File: config.mk
export PLATFORM = sky130hd
export DESIGN_NAME = uart_txrx_top
export DESIGN_NICKNAME = d
export VERILOG_FILES = /design/src/rtl/uart_pkg.sv /design/src/rtl/uart_rx.sv /design/src/rtl/uart_txrx_top.sv
export SDC_FILE = /design/constraint.sdc
export NUM_CORES = 1
export LEC_CHECK = 0
export ABC_AREA = 1
export CELL_PAD_IN_SITES_DETAIL_PLACEMENT = 1
export CELL_PAD_IN_SITES_GLOBAL_PLACEMENT = 2
export CORE_MARGIN = 1
export CORE_UTILIZATION = 32
export DETAILED_ROUTE_END_ITERATION = 12
export GPL_TIMING_DRIVEN = 1
export PLACE_DENSITY_LB_ADDON = 0.1
export SLEW_MARGIN = 25
export SYNTH_ARGS = -nofsm -noshare
export SYNTH_HDL_FRONTEND = slang
export SYNTH_SLANG_ARGS = --single-unit
File: constraint.sdc
create_clock -name clk -period 1.81 [get_ports clk]
set_clock_uncertainty 0.2 [all_clocks]
set_input_delay 0.2715 -clock clk [delete_from_list [all_inputs] [get_ports clk]]
set_output_delay 0.2715 -clock clk [all_outputs]
set_load 0.03 [all_outputs]
File: src/rtl/uart_pkg.sv
// Shared definitions for the uart_txrx_top UART slice.
// Holds the TX/RX state encodings, the data width and the serial line levels
// used by both the transmitter (in the top) and the receiver (uart_rx).
// Optional build macro: UART_PARITY_EN adds a PARITY state to both FSMs.
package uart_pkg;

  localparam int DATA_BITS = 8;

  localparam logic START_BIT  = 1'b0;
  localparam logic STOP_BIT   = 1'b1;
  localparam logic IDLE_LEVEL = 1'b1;

  typedef enum logic [2:0] {
    TX_IDLE,
    TX_START,
    TX_DATA,
`ifdef UART_PARITY_EN
    TX_PARITY,
`endif
    TX_STOP
  } tx_state_e;

  typedef enum logic [2:0] {
    RX_IDLE,
    RX_START,
    RX_DATA,
`ifdef UART_PARITY_EN
    RX_PARITY,
`endif
    RX_STOP
  } rx_state_e;

endpackage

File: src/rtl/uart_rx.sv
// UART receiver: 2-flop synchroniser on the asynchronous serial input, RX FSM
// sampling each bit at mid-bit, and the held result registers.
// Ports:
//   clk, rst        clock, asynchronous active-high reset
//   rx_i            serial input (idle high, asynchronous to clk)
//   rx_data_o       last received byte, held until the next completed frame
//   valid_o         one-cycle pulse when a frame completes (good or not)
//   stop_error_o    stop bit of the last frame was sampled low
//   parity_error_o  even-parity mismatch of the last frame (UART_PARITY_EN only)
// Optional build macro: UART_PARITY_EN.
module uart_rx
  import uart_pkg::*;
#(
  parameter int CLKS_PER_BIT = 434
) (
  input  logic                 clk,
  input  logic                 rst,
  input  logic                 rx_i,
  output logic [DATA_BITS-1:0] rx_data_o,
  output logic                 valid_o,
`ifdef UART_PARITY_EN
  output logic                 parity_error_o,
`endif
  output logic                 stop_error_o
);

  localparam int CNT_W = $clog2(CLKS_PER_BIT);
  localparam logic [CNT_W-1:0] BIT_LAST  = CNT_W'(CLKS_PER_BIT - 1);
  localparam logic [CNT_W-1:0] HALF_LAST = CNT_W'(CLKS_PER_BIT / 2 - 1);

  logic                 sync1_q, sync2_q;
  rx_state_e            state_q, state_d;
  logic [CNT_W-1:0]     cnt_q, cnt_d;
  logic [2:0]           idx_q, idx_d;
  logic [DATA_BITS-1:0] sh_q, sh_d;
  logic [DATA_BITS-1:0] data_q, data_d;
  logic                 valid_q, valid_d;
  logic                 serr_q, serr_d;
`ifdef UART_PARITY_EN
  logic                 par_bit_q, par_bit_d;
  logic                 perr_q, perr_d;
`endif
  logic                 bit_done;

  assign bit_done = (cnt_q == BIT_LAST);

  always_comb begin
    state_d = state_q;
    cnt_d   = cnt_q + CNT_W'(1);
    idx_d   = idx_q;
    sh_d    = sh_q;
    data_d  = data_q;
    valid_d = 1'b0;
    serr_d  = serr_q;
`ifdef UART_PARITY_EN
    par_bit_d = par_bit_q;
    perr_d    = perr_q;
`endif
    case (state_q)
      RX_IDLE: begin
        cnt_d = '0;
        if (sync2_q == START_BIT) state_d = RX_START;
      end
      RX_START: begin
        // Re-check the line half a bit in: a short low pulse is a glitch.
        if (cnt_q == HALF_LAST) begin
          cnt_d = '0;
          idx_d = '0;
          state_d = (sync2_q == START_BIT) ? RX_DATA : RX_IDLE;
        end
      end
      RX_DATA: begin
        // Counter restarted at mid start bit, so each wrap lands mid-bit.
        if (bit_done) begin
          cnt_d = '0;
          sh_d  = {sync2_q, sh_q[DATA_BITS-1:1]};
          if (idx_q == 3'd7) begin
`ifdef UART_PARITY_EN
            state_d = RX_PARITY;
`else
            state_d = RX_STOP;
`endif
          end else begin
            idx_d = idx_q + 3'd1;
          end
        end
      end
`ifdef UART_PARITY_EN
      RX_PARITY: begin
        if (bit_done) begin
          cnt_d     = '0;
          par_bit_d = sync2_q;
          state_d   = RX_STOP;
        end
      end
`endif
      RX_STOP: begin
        if (bit_done) begin
          cnt_d   = '0;
          data_d  = sh_q;
          serr_d  = (sync2_q != STOP_BIT);
          valid_d = 1'b1;
`ifdef UART_PARITY_EN
          perr_d  = par_bit_q ^ (^sh_q);
`endif
          state_d = RX_IDLE;
        end
      end
      default: begin
        cnt_d   = '0;
        state_d = RX_IDLE;
      end
    endcase
  end

  always_ff @(posedge clk or posedge rst) begin
    if (rst) begin
      sync1_q <= IDLE_LEVEL;
      sync2_q <= IDLE_LEVEL;
      state_q <= RX_IDLE;
      cnt_q   <= '0;
      idx_q   <= '0;
      sh_q    <= '0;
      data_q  <= '0;
      valid_q <= 1'b0;
      serr_q  <= 1'b0;
`ifdef UART_PARITY_EN
      par_bit_q <= 1'b0;
      perr_q    <= 1'b0;
`endif
    end else begin
      sync1_q <= rx_i;
      sync2_q <= sync1_q;
      state_q <= state_d;
      cnt_q   <= cnt_d;
      idx_q   <= idx_d;
      sh_q    <= sh_d;
      data_q  <= data_d;
      valid_q <= valid_d;
      serr_q  <= serr_d;
`ifdef UART_PARITY_EN
      par_bit_q <= par_bit_d;
      perr_q    <= perr_d;
`endif
    end
  end

  assign rx_data_o    = data_q;
  assign valid_o      = valid_q;
  assign stop_error_o = serr_q;
`ifdef UART_PARITY_EN
  assign parity_error_o = perr_q;
`endif

endmodule

File: src/rtl/uart_txrx_top.sv
// Full-duplex 8N1 UART: TX FSM serialising a byte onto tx, plus the uart_rx
// receiver deserialising rx. Single clock domain; rx is synchronised inside.
// Ports:
//   clk, rst      clock, asynchronous active-high reset
//   tx_start      one-cycle send request (ignored while busy)
//   tx_data       byte to send, sampled only on an accepted tx_start
//   rx            serial input (idle high)
//   tx            serial output (idle high)
//   busy          transmitter occupied
//   rx_data       last received byte
//   valid_rx      one-cycle pulse per completed frame
//   stop_error    stop bit of the last frame sampled low
//   parity_error  even-parity error of the last frame (UART_PARITY_EN only)
// Optional build macro: UART_PARITY_EN (adds an even-parity bit, 11-bit frame).
module uart_txrx_top
  import uart_pkg::*;
#(
  parameter int CLK_FREQ_HZ  = 50000000,
  parameter int BAUD_RATE    = 115200,
  parameter int CLKS_PER_BIT = CLK_FREQ_HZ / BAUD_RATE
) (
  input  logic                 clk,
  input  logic                 rst,
  input  logic                 tx_start,
  input  logic [DATA_BITS-1:0] tx_data,
  input  logic                 rx,
  output logic                 tx,
  output logic                 busy,
  output logic [DATA_BITS-1:0] rx_data,
  output logic                 valid_rx,
`ifdef UART_PARITY_EN
  output logic                 parity_error,
`endif
  output logic                 stop_error
);

  localparam int CNT_W = $clog2(CLKS_PER_BIT);
  localparam logic [CNT_W-1:0] BIT_LAST = CNT_W'(CLKS_PER_BIT - 1);

  tx_state_e            state_q, state_d;
  logic [CNT_W-1:0]     cnt_q, cnt_d;
  logic [2:0]           idx_q, idx_d;
  logic [DATA_BITS-1:0] sh_q, sh_d;
  logic                 tx_q, tx_d;
`ifdef UART_PARITY_EN
  logic                 par_q, par_d;
`endif
  logic                 bit_done;

  assign bit_done = (cnt_q == BIT_LAST);

  // tx_d is the level of the bit about to start, so the pin is registered
  // and changes on the same edge as the state.
  always_comb begin
    state_d = state_q;
    cnt_d   = (state_q == TX_IDLE || bit_done) ? '0 : cnt_q + CNT_W'(1);
    idx_d   = idx_q;
    sh_d    = sh_q;
    tx_d    = tx_q;
`ifdef UART_PARITY_EN
    par_d   = par_q;
`endif
    case (state_q)
      TX_IDLE: begin
        tx_d = IDLE_LEVEL;
        if (tx_start) begin
          sh_d    = tx_data;
          state_d = TX_START;
          tx_d    = START_BIT;
`ifdef UART_PARITY_EN
          par_d   = ^tx_data;
`endif
        end
      end
      TX_START: begin
        if (bit_done) begin
          idx_d   = '0;
          state_d = TX_DATA;
          tx_d    = sh_q[0];
        end
      end
      TX_DATA: begin
        if (bit_done) begin
          sh_d = sh_q >> 1;
          if (idx_q == 3'd7) begin
`ifdef UART_PARITY_EN
            state_d = TX_PARITY;
            tx_d    = par_q;
`else
            state_d = TX_STOP;
            tx_d    = STOP_BIT;
`endif
          end else begin
            idx_d = idx_q + 3'd1;
            tx_d  = sh_q[1];
          end
        end
      end
`ifdef UART_PARITY_EN
      TX_PARITY: begin
        if (bit_done) begin
          state_d = TX_STOP;
          tx_d    = STOP_BIT;
        end
      end
`endif
      TX_STOP: begin
        if (bit_done) begin
          state_d = TX_IDLE;
          tx_d    = IDLE_LEVEL;
        end
      end
      default: begin
        state_d = TX_IDLE;
        tx_d    = IDLE_LEVEL;
      end
    endcase
  end

  always_ff @(posedge clk or posedge rst) begin
    if (rst) begin
      state_q <= TX_IDLE;
      cnt_q   <= '0;
      idx_q   <= '0;
      sh_q    <= '0;
      tx_q    <= IDLE_LEVEL;
`ifdef UART_PARITY_EN
      par_q   <= 1'b0;
`endif
    end else begin
      state_q <= state_d;
      cnt_q   <= cnt_d;
      idx_q   <= idx_d;
      sh_q    <= sh_d;
      tx_q    <= tx_d;
`ifdef UART_PARITY_EN
      par_q   <= par_d;
`endif
    end
  end

  assign tx   = tx_q;
  assign busy = (state_q != TX_IDLE);

  uart_rx #(
    .CLKS_PER_BIT(CLKS_PER_BIT)
  ) u_rx (
    .clk           (clk),
    .rst           (rst),
    .rx_i          (rx),
    .rx_data_o     (rx_data),
    .valid_o       (valid_rx),
`ifdef UART_PARITY_EN
    .parity_error_o(parity_error),
`endif
    .stop_error_o  (stop_error)
  );

endmodule

==> impl_metrics.ini <==
[timing]
rsz0062_at_grt = false
finalHoldViolations = 0
fmax_mhz = 573
fin_crit_sh_pct = 96.5
relSlewSlack_pct = 77.7
hold_ws_ns = 0.0578
setup_tns_ns = 0
min_period_ns = 1.75
worst_slew_pin_slew_ns = 0.334
slew_violations = 0
setup_violations = 0

[power_and_ir_drop]
p_sw_mw = 1.41
p_int_mw = 2.94
power_mw = 4.35
pwr-share-seq_pct = 35.5
pwr-share-clk_pct = 35.0
swShare_pct = 32.4
p_per_area_nw_per_um2 = 1200
p_leak_nw = 1.84
pwr-share-comb_pct = 29.4
vdd_drop_max_mv = 0.745

[cts]
cts_buffer_depth = 2
cts_tree = built
clkSinkCount = 57
cts_buffers = 9
worstSkewPairLatency_ns = 0.34
clock-root-buffer = clkbuf_8
htreeDepth = 3
clk_pin_slew_worst_paths_ns = 0.07

[synth]
seq_area_frac_synth_pct = 49.8
synthTopCellsByArea = dfrtp_1 47%, nand2_1 10%, ha_1 6.1%
async_flop_share_pct = 100
yosysMostFrequentCell = nand2_1
yosysWarningCount = 0
synth_nets = 347
ys_types = 29
netlist.top_cell.by_area = dfrtp_1
syn_area_um2 = 2870
ys_top_cells_by_count = 77 x nand2_1, 54 x dfrtp_1, 42 x inv_1
syn_avg_cell_area_um2 = 8.95
synthFlopType = dfrtp_1
synth_cells = 321
synth-edff-count = 0
synth_top_area_share_pct = 47.1
ys_ff_latch = 57

[placement]
dp_hpwl_mm = 4.22
port-buffer-count = 23
placed_area_um2 = 3300
gp_congestion = 0.744

[die]
rows = 34
die_w_um = 96.7
start_util_pct = 32.9
ioPinCount = 24
core-area_um2 = 8720
die-area_um2 = 9360
die_h_um = 96.7

[worst_setup_path]
crit_start = state_q[1]$_DFFE_PP0P_
critPathKind = register to primary output
r2r-end = u_rx.rx_data_o[1]$_DFFE_PP0P_
crit_chain = inv_2 > ha_4 > inv_1 > buf_4 > buf_6
timing.rr.start = u_rx.cnt_q[0]$_DFF_PP0_
cp_data_arrival_time_ns = 1.28
worstPathRequired_ns = 1.34
r2r_setup_slack_ns = 0.10
reg2regPathDepth = 8
cpLargestDelayFamily = flip-flops
crit_fanout = 3
start_kind = register
cp_num_cells = 5
critPathMaxStageDelay_ns = 0.40
path_buf_inv = 4
crit_end = busy
crit_slowest_cell = dfrtp_1
end_kind = primary output

[global_route]
grt_use_total_pct = 14.0
grt_pass1_wl_mm = 10.6
grt_max_degree = 23
antenna_found_initial = 0
first_global_vias = 2259
overflow = 0

[cells_and_area]
final_nets = 391
antenna_cells = 0
layout-drive-gt1-share_pct = 19.2
multiInputGateArea_um2 = 1260
area_delta_synth_final_pct = 26.4
regArea_um2 = 1430
postLayoutCellArea_um2 = 3630
fillers = 1011

[detailed_routing]
routed_wl_mm = 6.11
drc_errors = 0
wl_per_cell_um = 12.8
drt-initial-drc-count = 62
drtPass1Iterations = 4
viasPerCell = 4.54
detail-route-antenna-nets = 0
vias = 2168

[min_path]
hold_class = primary input to async pin

[run]
maxCapViolCount = 0

[status]
outcome = finished clean
-- sequential cells by signal (all words and copies together), names as in the netlist, 2 cells and up --
register        cells
cnt_q               9
u_rx.cnt_q          9
sh_q                8
u_rx.rx_data_o      8
u_rx.sh_q           8
idx_q               3
u_rx.idx_q          3
state_q             2
u_rx.state_q        2
-- placed cells by master (no fill, tap or decap), drive strengths merged, types with 8 or more instances in the layout --
cell type and count:
buf 15, dlygate4sd2 11, ha 14, nand4 8
dfrtp 54, o21ai 23, inv 45, nand3 17
nand2 82, clkdlybuf4s50 11, a21oi 8, nor2 36
clkbuf 10
-- power groups by stage --
stage	logic, mW	registers [mW]	clock network [mW]
2_1_floorplan	0.827	1.59	0
4_1_cts	1.28	1.55	1.58
3_3_place_gp	1.17	1.57	0
6_report	1.28	1.55	1.53
5_1_grt	1.44	1.57	1.63
3_5_place_dp	1.21	1.58	0
-- what timing repair did --
action,CTS,global route
endpoints found under the setup margin,12,15
gates resized for setup,16,7
hold buffers,0,0
buffers inserted,2,3
pin swaps,0,2
-- how the worst min path moves through the flow --
| stage | startpoint | end | slack, ns | cells after the start |
|---|---|---|---|---|
| floorplan | rx | u_rx.sync1_q$_DFF_PP1_ | 0.08 | 0 |
| global placement | u_rx.sync1_q$_DFF_PP1_ | u_rx.sync2_q$_DFF_PP1_ | 0.15 | 0 |
| detailed placement | u_rx.sync1_q$_DFF_PP1_ | u_rx.sync2_q$_DFF_PP1_ | 0.15 | 0 |
| CTS | rst | u_rx.cnt_q[3]$_DFF_PP0_ | 0.05 | 2 |
| global route | rst | u_rx.cnt_q[3]$_DFF_PP0_ | 0.06 | 2 |
| finish | rst | cnt_q[3]$_DFF_PP0_ | 0.06 | 2 |
-- final cells by class --
class                      count  area share [%]
clock buffer                  10            3.79
tap                          108            3.72
timing repair buffer          37            10.3
sequential                    57            39.4
multi-input combinational    214            34.8
inverter                      46            4.90
clock inverter                 6            3.14
-- worst reg2reg max path, cell delays in order, from the launching register on --
cell and delay, ns:
dfrtp_1 0.43, ha_1 0.22, nand2_1 0.10, nor2_4 0.05, nand2_4 0.14, nor2_8 0.06, buf_12 0.14, buf_4 0.13
o21a_1 0.15
-- metal layers --
layer | GRT usage [%] | wire length (um)
met3 | 4.12 | 212
met4 | 4.82 | 80
met1 | 18.2 | 3090
met2 | 22.3 | 2730
met5 | 0 | 0
-- cells by family after synthesis --
family	synth area share (%)
and+or+nand+nor	23.3
buffers and inverters	7.41
DFF	49.8
xor gates and xnor gates	1.22
AOI/OAI and AO/OA	9.72
adders and majority gates	6.10
muxes	2.44
-- metrics by stage --
step,setup slack (ns),cells,utilization [%]
floorplan,0.0221,321,-
global placement,0.0764,457,37.9
detailed placement,0.0362,457,37.9
CTS,0.0157,475,40.9
global route,0.00374,478,41.6
finish,0.0634,478,41.6
Power figures use the tool's default switching activity.
